`config.mk`:
```
export PLATFORM = sky130hd
export DESIGN_NAME = pc_sequencer
export DESIGN_NICKNAME = d
export VERILOG_FILES = /design/src/rtl/pc_pkg.sv /design/src/rtl/pc_next_calc.sv /design/src/rtl/pc_sequencer.sv
export SDC_FILE = /design/constraint.sdc
export NUM_CORES = 1
export LEC_CHECK = 0
export CAP_MARGIN = 0
export CORE_ASPECT_RATIO = 1.2
export CORE_MARGIN = 2
export CORE_UTILIZATION = 45
export CTS_BUF_LIST = sky130_fd_sc_hd__clkbuf_4 sky130_fd_sc_hd__clkbuf_8
export CTS_CLUSTER_SIZE = 12
export DETAILED_ROUTE_END_ITERATION = 7
export PLACE_DENSITY = 0.71
export SLEW_MARGIN = 30
export SYNTH_ARGS = -nofsm -noshare
export SYNTH_HDL_FRONTEND = slang
export SYNTH_HIERARCHICAL = 1
export SYNTH_SLANG_ARGS = --single-unit
export TNS_END_PERCENT = 100
```
`constraint.sdc`:
```
create_clock -name Clk -period 2.95 [get_ports Clk]
set_input_delay 0.295 -clock Clk [delete_from_list [all_inputs] [get_ports Clk]]
set_output_delay 0.295 -clock Clk [all_outputs]
set_load 0.005 [all_outputs]
```
`src/rtl/pc_pkg.sv`:
```
// Shared definitions for the program-counter sequencer.
//   pc_state_t  : sequencer state encoding (IDLE, RUN, FLUSH, DONE)
//   PC_W        : default program counter / branch offset width
//   HOLD_OFFSET : branch offset that means "stay on this instruction"
package pc_pkg;

   localparam int PC_W        = 12;
   localparam int HOLD_OFFSET = 0;

   typedef enum logic [1:0] {
      IDLE  = 2'd0,
      RUN   = 2'd1,
      FLUSH = 2'd2,
      DONE  = 2'd3
   } pc_state_t;

endpackage

```
`src/rtl/pc_next_calc.sv`:
```
// Combinational next-PC selector for the sequencer.
// Ports:
//   pc           : current program counter
//   target       : signed branch offset from the branch-target block
//   branch_taken : current instruction is a branch with a true condition
//   halt         : current instruction is halt
//   next_pc      : PC for the next fetch, assuming the current one retires
//   take_branch  : a real (non-zero offset) branch is taken; a bubble follows
module pc_next_calc
   import pc_pkg::*;
#(
   parameter int D = PC_W
) (
   input  logic                pc_unused_guard,
   input  logic [D-1:0]        pc,
   input  logic signed [D-1:0] target,
   input  logic                branch_taken,
   input  logic                halt,
   output logic [D-1:0]        next_pc,
   output logic                take_branch
);

   logic hold_pc;

   // A zero offset is the LUT default entry: re-execute the same address.
   assign hold_pc     = branch_taken && (target == D'(HOLD_OFFSET));
   assign take_branch = branch_taken && !halt && !hold_pc;

   always_comb begin
      next_pc = pc + 1'b1;
      if (halt || hold_pc) begin
         next_pc = pc;
      end else if (take_branch) begin
         // Offset is already D bits wide; the sum wraps modulo 2^D.
         next_pc = pc + $unsigned(target);
      end
   end

   logic unused;
   assign unused = pc_unused_guard;

endmodule

```
`src/rtl/pc_sequencer.sv`:
```
// Program counter sequencer: fetch from START_ADDR until halt, with relative
// branches costing one extra bubble cycle and a terminal DONE state.
// Ports:
//   Clk, Reset   : clock, synchronous active-high reset
//   Start        : pulse; (re)starts execution from IDLE or DONE
//   branch_taken : current instruction is a taken branch
//   target       : signed branch offset
//   halt         : current instruction is halt
//   prog_ctr     : fetch address
//   fetch_valid  : prog_ctr holds a real instruction
//   done         : sequencer is in DONE
//   cycle_cnt    : saturating count of RUN + FLUSH cycles since Start
//   instr_cnt    : saturating count of retired instructions since Start
module pc_sequencer
   import pc_pkg::*;
#(
   parameter int          D          = PC_W,
   parameter int unsigned START_ADDR = 0,
   parameter int          CNT_W      = 16
) (
   input  logic                Clk,
   input  logic                Reset,
   input  logic                Start,
   input  logic                branch_taken,
   input  logic signed [D-1:0] target,
   input  logic                halt,
   output logic [D-1:0]        prog_ctr,
   output logic                fetch_valid,
   output logic                done,
   output logic [CNT_W-1:0]    cycle_cnt,
   output logic [CNT_W-1:0]    instr_cnt
);

   localparam logic [D-1:0] START_PC = D'(START_ADDR);

   pc_state_t        state;
   pc_state_t        next_state;
   logic [D-1:0]     calc_pc;
   logic             take_branch;
   logic [D-1:0]     pc_d;
   logic [CNT_W-1:0] cyc_d;
   logic [CNT_W-1:0] ins_d;

   function automatic logic [CNT_W-1:0] sat_inc(input logic [CNT_W-1:0] v);
      return (&v) ? v : v + CNT_W'(1);
   endfunction

   pc_next_calc #(.D(D)) u_next (
      .pc_unused_guard (1'b0),
      .pc              (prog_ctr),
      .target          (target),
      .branch_taken    (branch_taken),
      .halt            (halt),
      .next_pc         (calc_pc),
      .take_branch     (take_branch)
   );

   always_ff @(posedge Clk) begin
      if (Reset) begin
         state <= IDLE;
      end else begin
         state <= next_state;
      end
   end

   always_comb begin
      next_state = state;
      unique case (state)
         IDLE:    if (Start) next_state = RUN;
         RUN: begin
            if (halt)             next_state = DONE;
            else if (take_branch) next_state = FLUSH;
         end
         FLUSH:   next_state = RUN;
         DONE:    if (Start) next_state = RUN;
         default: next_state = IDLE;
      endcase
   end

   // Next values of the registered outputs; everything defaults to hold.
   always_comb begin
      pc_d  = prog_ctr;
      cyc_d = cycle_cnt;
      ins_d = instr_cnt;
      unique case (state)
         IDLE, DONE: begin
            if (Start) begin
               pc_d  = START_PC;
               cyc_d = '0;
               ins_d = '0;
            end
         end
         RUN: begin
            pc_d  = calc_pc;
            cyc_d = sat_inc(cycle_cnt);
            ins_d = sat_inc(instr_cnt);
         end
         FLUSH: begin
            cyc_d = sat_inc(cycle_cnt);
         end
         default: ;
      endcase
   end

   always_ff @(posedge Clk) begin
      if (Reset) begin
         prog_ctr    <= START_PC;
         cycle_cnt   <= '0;
         instr_cnt   <= '0;
         fetch_valid <= 1'b0;
         done        <= 1'b0;
      end else begin
         prog_ctr    <= pc_d;
         cycle_cnt   <= cyc_d;
         instr_cnt   <= ins_d;
         fetch_valid <= (next_state == RUN);
         done        <= (next_state == DONE);
      end
   end

endmodule

```
==> results.md <==
- The number of instances in the synthesized netlist is 384.
- The endpoint class of the critical path is a flop.
- The total chip power is 1.80 mW.
- The hold violation total from the final report is 0.
- The startpoint identified for the worst register-to-register timing path is prog_ctr[6]$_SDFFE_PP0P_.
- In this run the number of H-tree levels came out at 2.
- The share of cells above drive strength 1 is about 16%.
- The post-route cell area is 4210 um^2.
- The number of inserted filler cells in the final layout is 630.
- Input and output buffers added on the ports amount to 62.
- The routed layout has 3164 vias.
- The most common cell after layout, fill and taps aside is sky130_fd_sc_hd__clkdlybuf4s50_1.
- Global routing used 21.2% of the available tracks across all layers.
- The number of optimization iterations in the first detailed-route pass is 4.
- Summing all flip-flop and latch instances after layout gives 961 um^2.
- The number of nets handed over by synthesis was around 420.
- The clock reaches the later pin of the worst-skew pair after 0.30 ns.
- Wires add up to 7.92 mm.
- The Yosys step of the flow raised 6 warnings.
- The post-layout minimum cycle time is 2.76 ns.
- The final period utilization is 93.7%.
- The number of DRC violations after detailed routing is 0.
- In the layout the commonest cells are 51 x sky130_fd_sc_hd__clkdlybuf4s50_1, 48 x sky130_fd_sc_hd__dfxtp_1, 41 x sky130_fd_sc_hd__nor2_1, 34 x sky130_fd_sc_hd__nand2_1, 34 x sky130_fd_sc_hd__buf_4.
- The maximum number of buffers from clock root to sink is 2.
- Measured against its own limit, the worst slew margin works out to 58.5%.
- Setup repair after global routing left no endpoint under its margin.
- The source of the critical timing path is halt.
- The tool flagged a number of max-cap violations equal to 0.
- On the critical path, the stage with the largest delay is an instance of sky130_fd_sc_hd__clkdlybuf4s50_1.
- The total overflow left after global routing is 0.
- The via count of the first global-routing pass came to around 2.9k.
- The die boundary height is about 95 um.
- The number of clock buffers inserted by TritonCTS is 5.
- The multi-input combinational cells in the finished layout cover a total of just over 2000 um^2.
- The core region is 6770 um^2.
- The mean area per synthesized cell is 8.07 um^2.
- The signal on the critical path passes through clkdlybuf4s50_1, nor2b_4, and2_1, ha_1, and4_4, or3_4, o221ai_4, a31oi_1, or3b_1, xnor2_1, a22oi_1, nor2_1.
- The endpoint identified for the worst register-to-register timing path is prog_ctr[11]$_SDFFE_PP0P_.
- Measured in cells, the most critical reg-to-reg path has a length of 9.
- The floorplan has 33 rows.
- From synthesis to final layout, the design area changed by 35.8%.
- The clock root buffer master is sky130_fd_sc_hd__clkbuf_8.
- The HPWL after detailed placement is about 5.9 mm.
- The routed wire length per instance is 14.2 um.
- The startpoint-to-endpoint class of the critical path is in2reg.
- The effective utilization at floorplan is 45.8%.
- The maximum clock frequency is 362 MHz.
- The worst-case IR drop observed on VDD is 0.292 mV.
- The chip width is 79.7 um.
- The summed negative setup slack over all endpoints is 0 ns.
- The count of pins over their slew limit came to 0.
- During I/O placement, the number of pins put on the boundary was 63.
- The number of antenna violations at the first check in global routing was 0.
- The worst setup slack for register-to-register paths is around 0.56 ns.
- The tightest min-delay check is of the reg2reg type.
- Once layout is complete, the cells apart from fillers number approximately 560.
- The final setup violation count is 0.
- The post-detailed-placement cell area is slightly below 4000 um^2.
- The number of antenna diodes in the final layout is 0.
- The number of nets in the final layout is roughly 510.
- The die area is 7570 um^2.
- The final-layout worst hold slack is 0.526 ns.
- The mapped netlist covers 3100 um^2.
- The TritonCTS clock tree is built.
- For this design, the sink count on the clock tree is 48.
- The flow ran to the end, and the final reports show no timing, DRC or antenna violations.
- Data arrives at the worst endpoint at 2.95 ns.
- In this run, placement finished with an instance count of 547.
- The cell depth of the worst min-delay path is 2.
- For this run, the slowest stage of the critical path takes 0.53 ns.
- The startpoint identified for the worst hold timing path is instr_cnt[11]$_SDFFE_PP0P_.
- In this run the worst path has a maximum fanout of 7.
- The final weighted congestion in routability-driven placement is 0.868.
- At the worst endpoint, the required time is 3.13 ns.
- Dividing total power by cell area gives a power density of between 400 and 500 nW/um^2.
- For the pin with the worst max-slew slack, the measured transition is 0.623 ns.
- The end-of-flow core utilization is 62.1%.
- The setup slack after layout is 0.187 ns.
- The average via count per standard cell is 5.66.
- In this run, post-CTS hold repair placed 0 buffers.
- The clock slew at the register clock pins of the worst setup and hold paths is 0.08 ns.
- Entering global routing, the biggest net connects 25 pins.
- The detailed router finished its first iteration with 168 violations.
- The first global-routing pass estimated 13.0 mm of wire.
- The post-route clock skew is 0.0103 ns.
- The detail route stage leaves a number of antenna-violating nets equal to 0.
- The analysis attributes to cell leakage a power of 1.66 nW.
- For hold timing, the worst endpoint is instr_cnt[11]$_SDFFE_PP0P_.
- Prior to clock tree synthesis, the placed netlist has a worst setup slack of -0.359 ns.
- The worst setup path is launched from an input port.
-- worst max path at each step --
stage          slack, ns  depth (start not counted)                         to
2_1_floorplan       0.25                         13  prog_ctr[11]$_SDFFE_PP0P_
3_3_place_gp       -0.27                         16   prog_ctr[8]$_SDFFE_PP0P_
3_5_place_dp       -0.36                         16   prog_ctr[8]$_SDFFE_PP0P_
4_1_cts            0.005                         14  prog_ctr[11]$_SDFFE_PP0P_
5_1_grt             0.03                         16   prog_ctr[8]$_SDFFE_PP0P_
6_report            0.19                         12  prog_ctr[11]$_SDFFE_PP0P_
-- critical path, delay by kind of cell --
family,cells,cell delay [ns]
AND/OR/NAND/NOR,6,1.23
adder cells (fa/ha/maj),1,0.35
AO/OA/AOI/OAI,3,0.42
buffers and inverters,1,0.53
XOR/XNOR,1,0.13
-- what timing repair did --
item	CTS	global route
resized for setup	2	28
gates cloned	0	0
endpoints found under the setup margin	3	6
pin swaps	2	13
setup buffers	0	4
-- area by class of cell --
class | instances | area share (%)
Inverter | 12 | 1.07
Multi-Input combinational cell | 308 | 49.4
Clock inverter | 2 | 0.833
Tap cell | 87 | 2.59
Sequential cell | 48 | 22.8
Timing Repair Buffer | 96 | 21.5
Clock buffer | 6 | 1.81
-- registers in the layout, indices dropped and copies added, names as in the netlist --
| register | flops |
|---|---|
| done | 1 |
| instr_cnt | 16 |
| prog_ctr | 12 |
| fetch_valid | 1 |
| cycle_cnt | 16 |
| state | 2 |
-- power by group --
part / internal [mW] / total [mW] / leakage [nW] / switching [mW]
sequential: 0.683 / 0.718 / 0.388 / 0.0352
clock: 0.261 / 0.485 / 0.0586 / 0.223
combinational: 0.249 / 0.602 / 1.22 / 0.353
total: 1.19 / 1.80 / 1.66 / 0.611
-- per-layer routing --
| layer | share of wire [%] | up-vias | global-route usage, % | routed length, um |
|---|---|---|---|---|
| met3 | 4.3 | 11 | 3.92 | 344 |
| li1 | - | 1590 | - | - |
| met2 | 50 | 86 | 37.5 | 3950 |
| met4 | 1.6 | 0 | 7.34 | 124 |
| met5 | 0 | - | 0 | 0 |
| met1 | 44 | 1477 | 25.5 | 3500 |
Note: power is estimated with default switching activity, not from simulation.
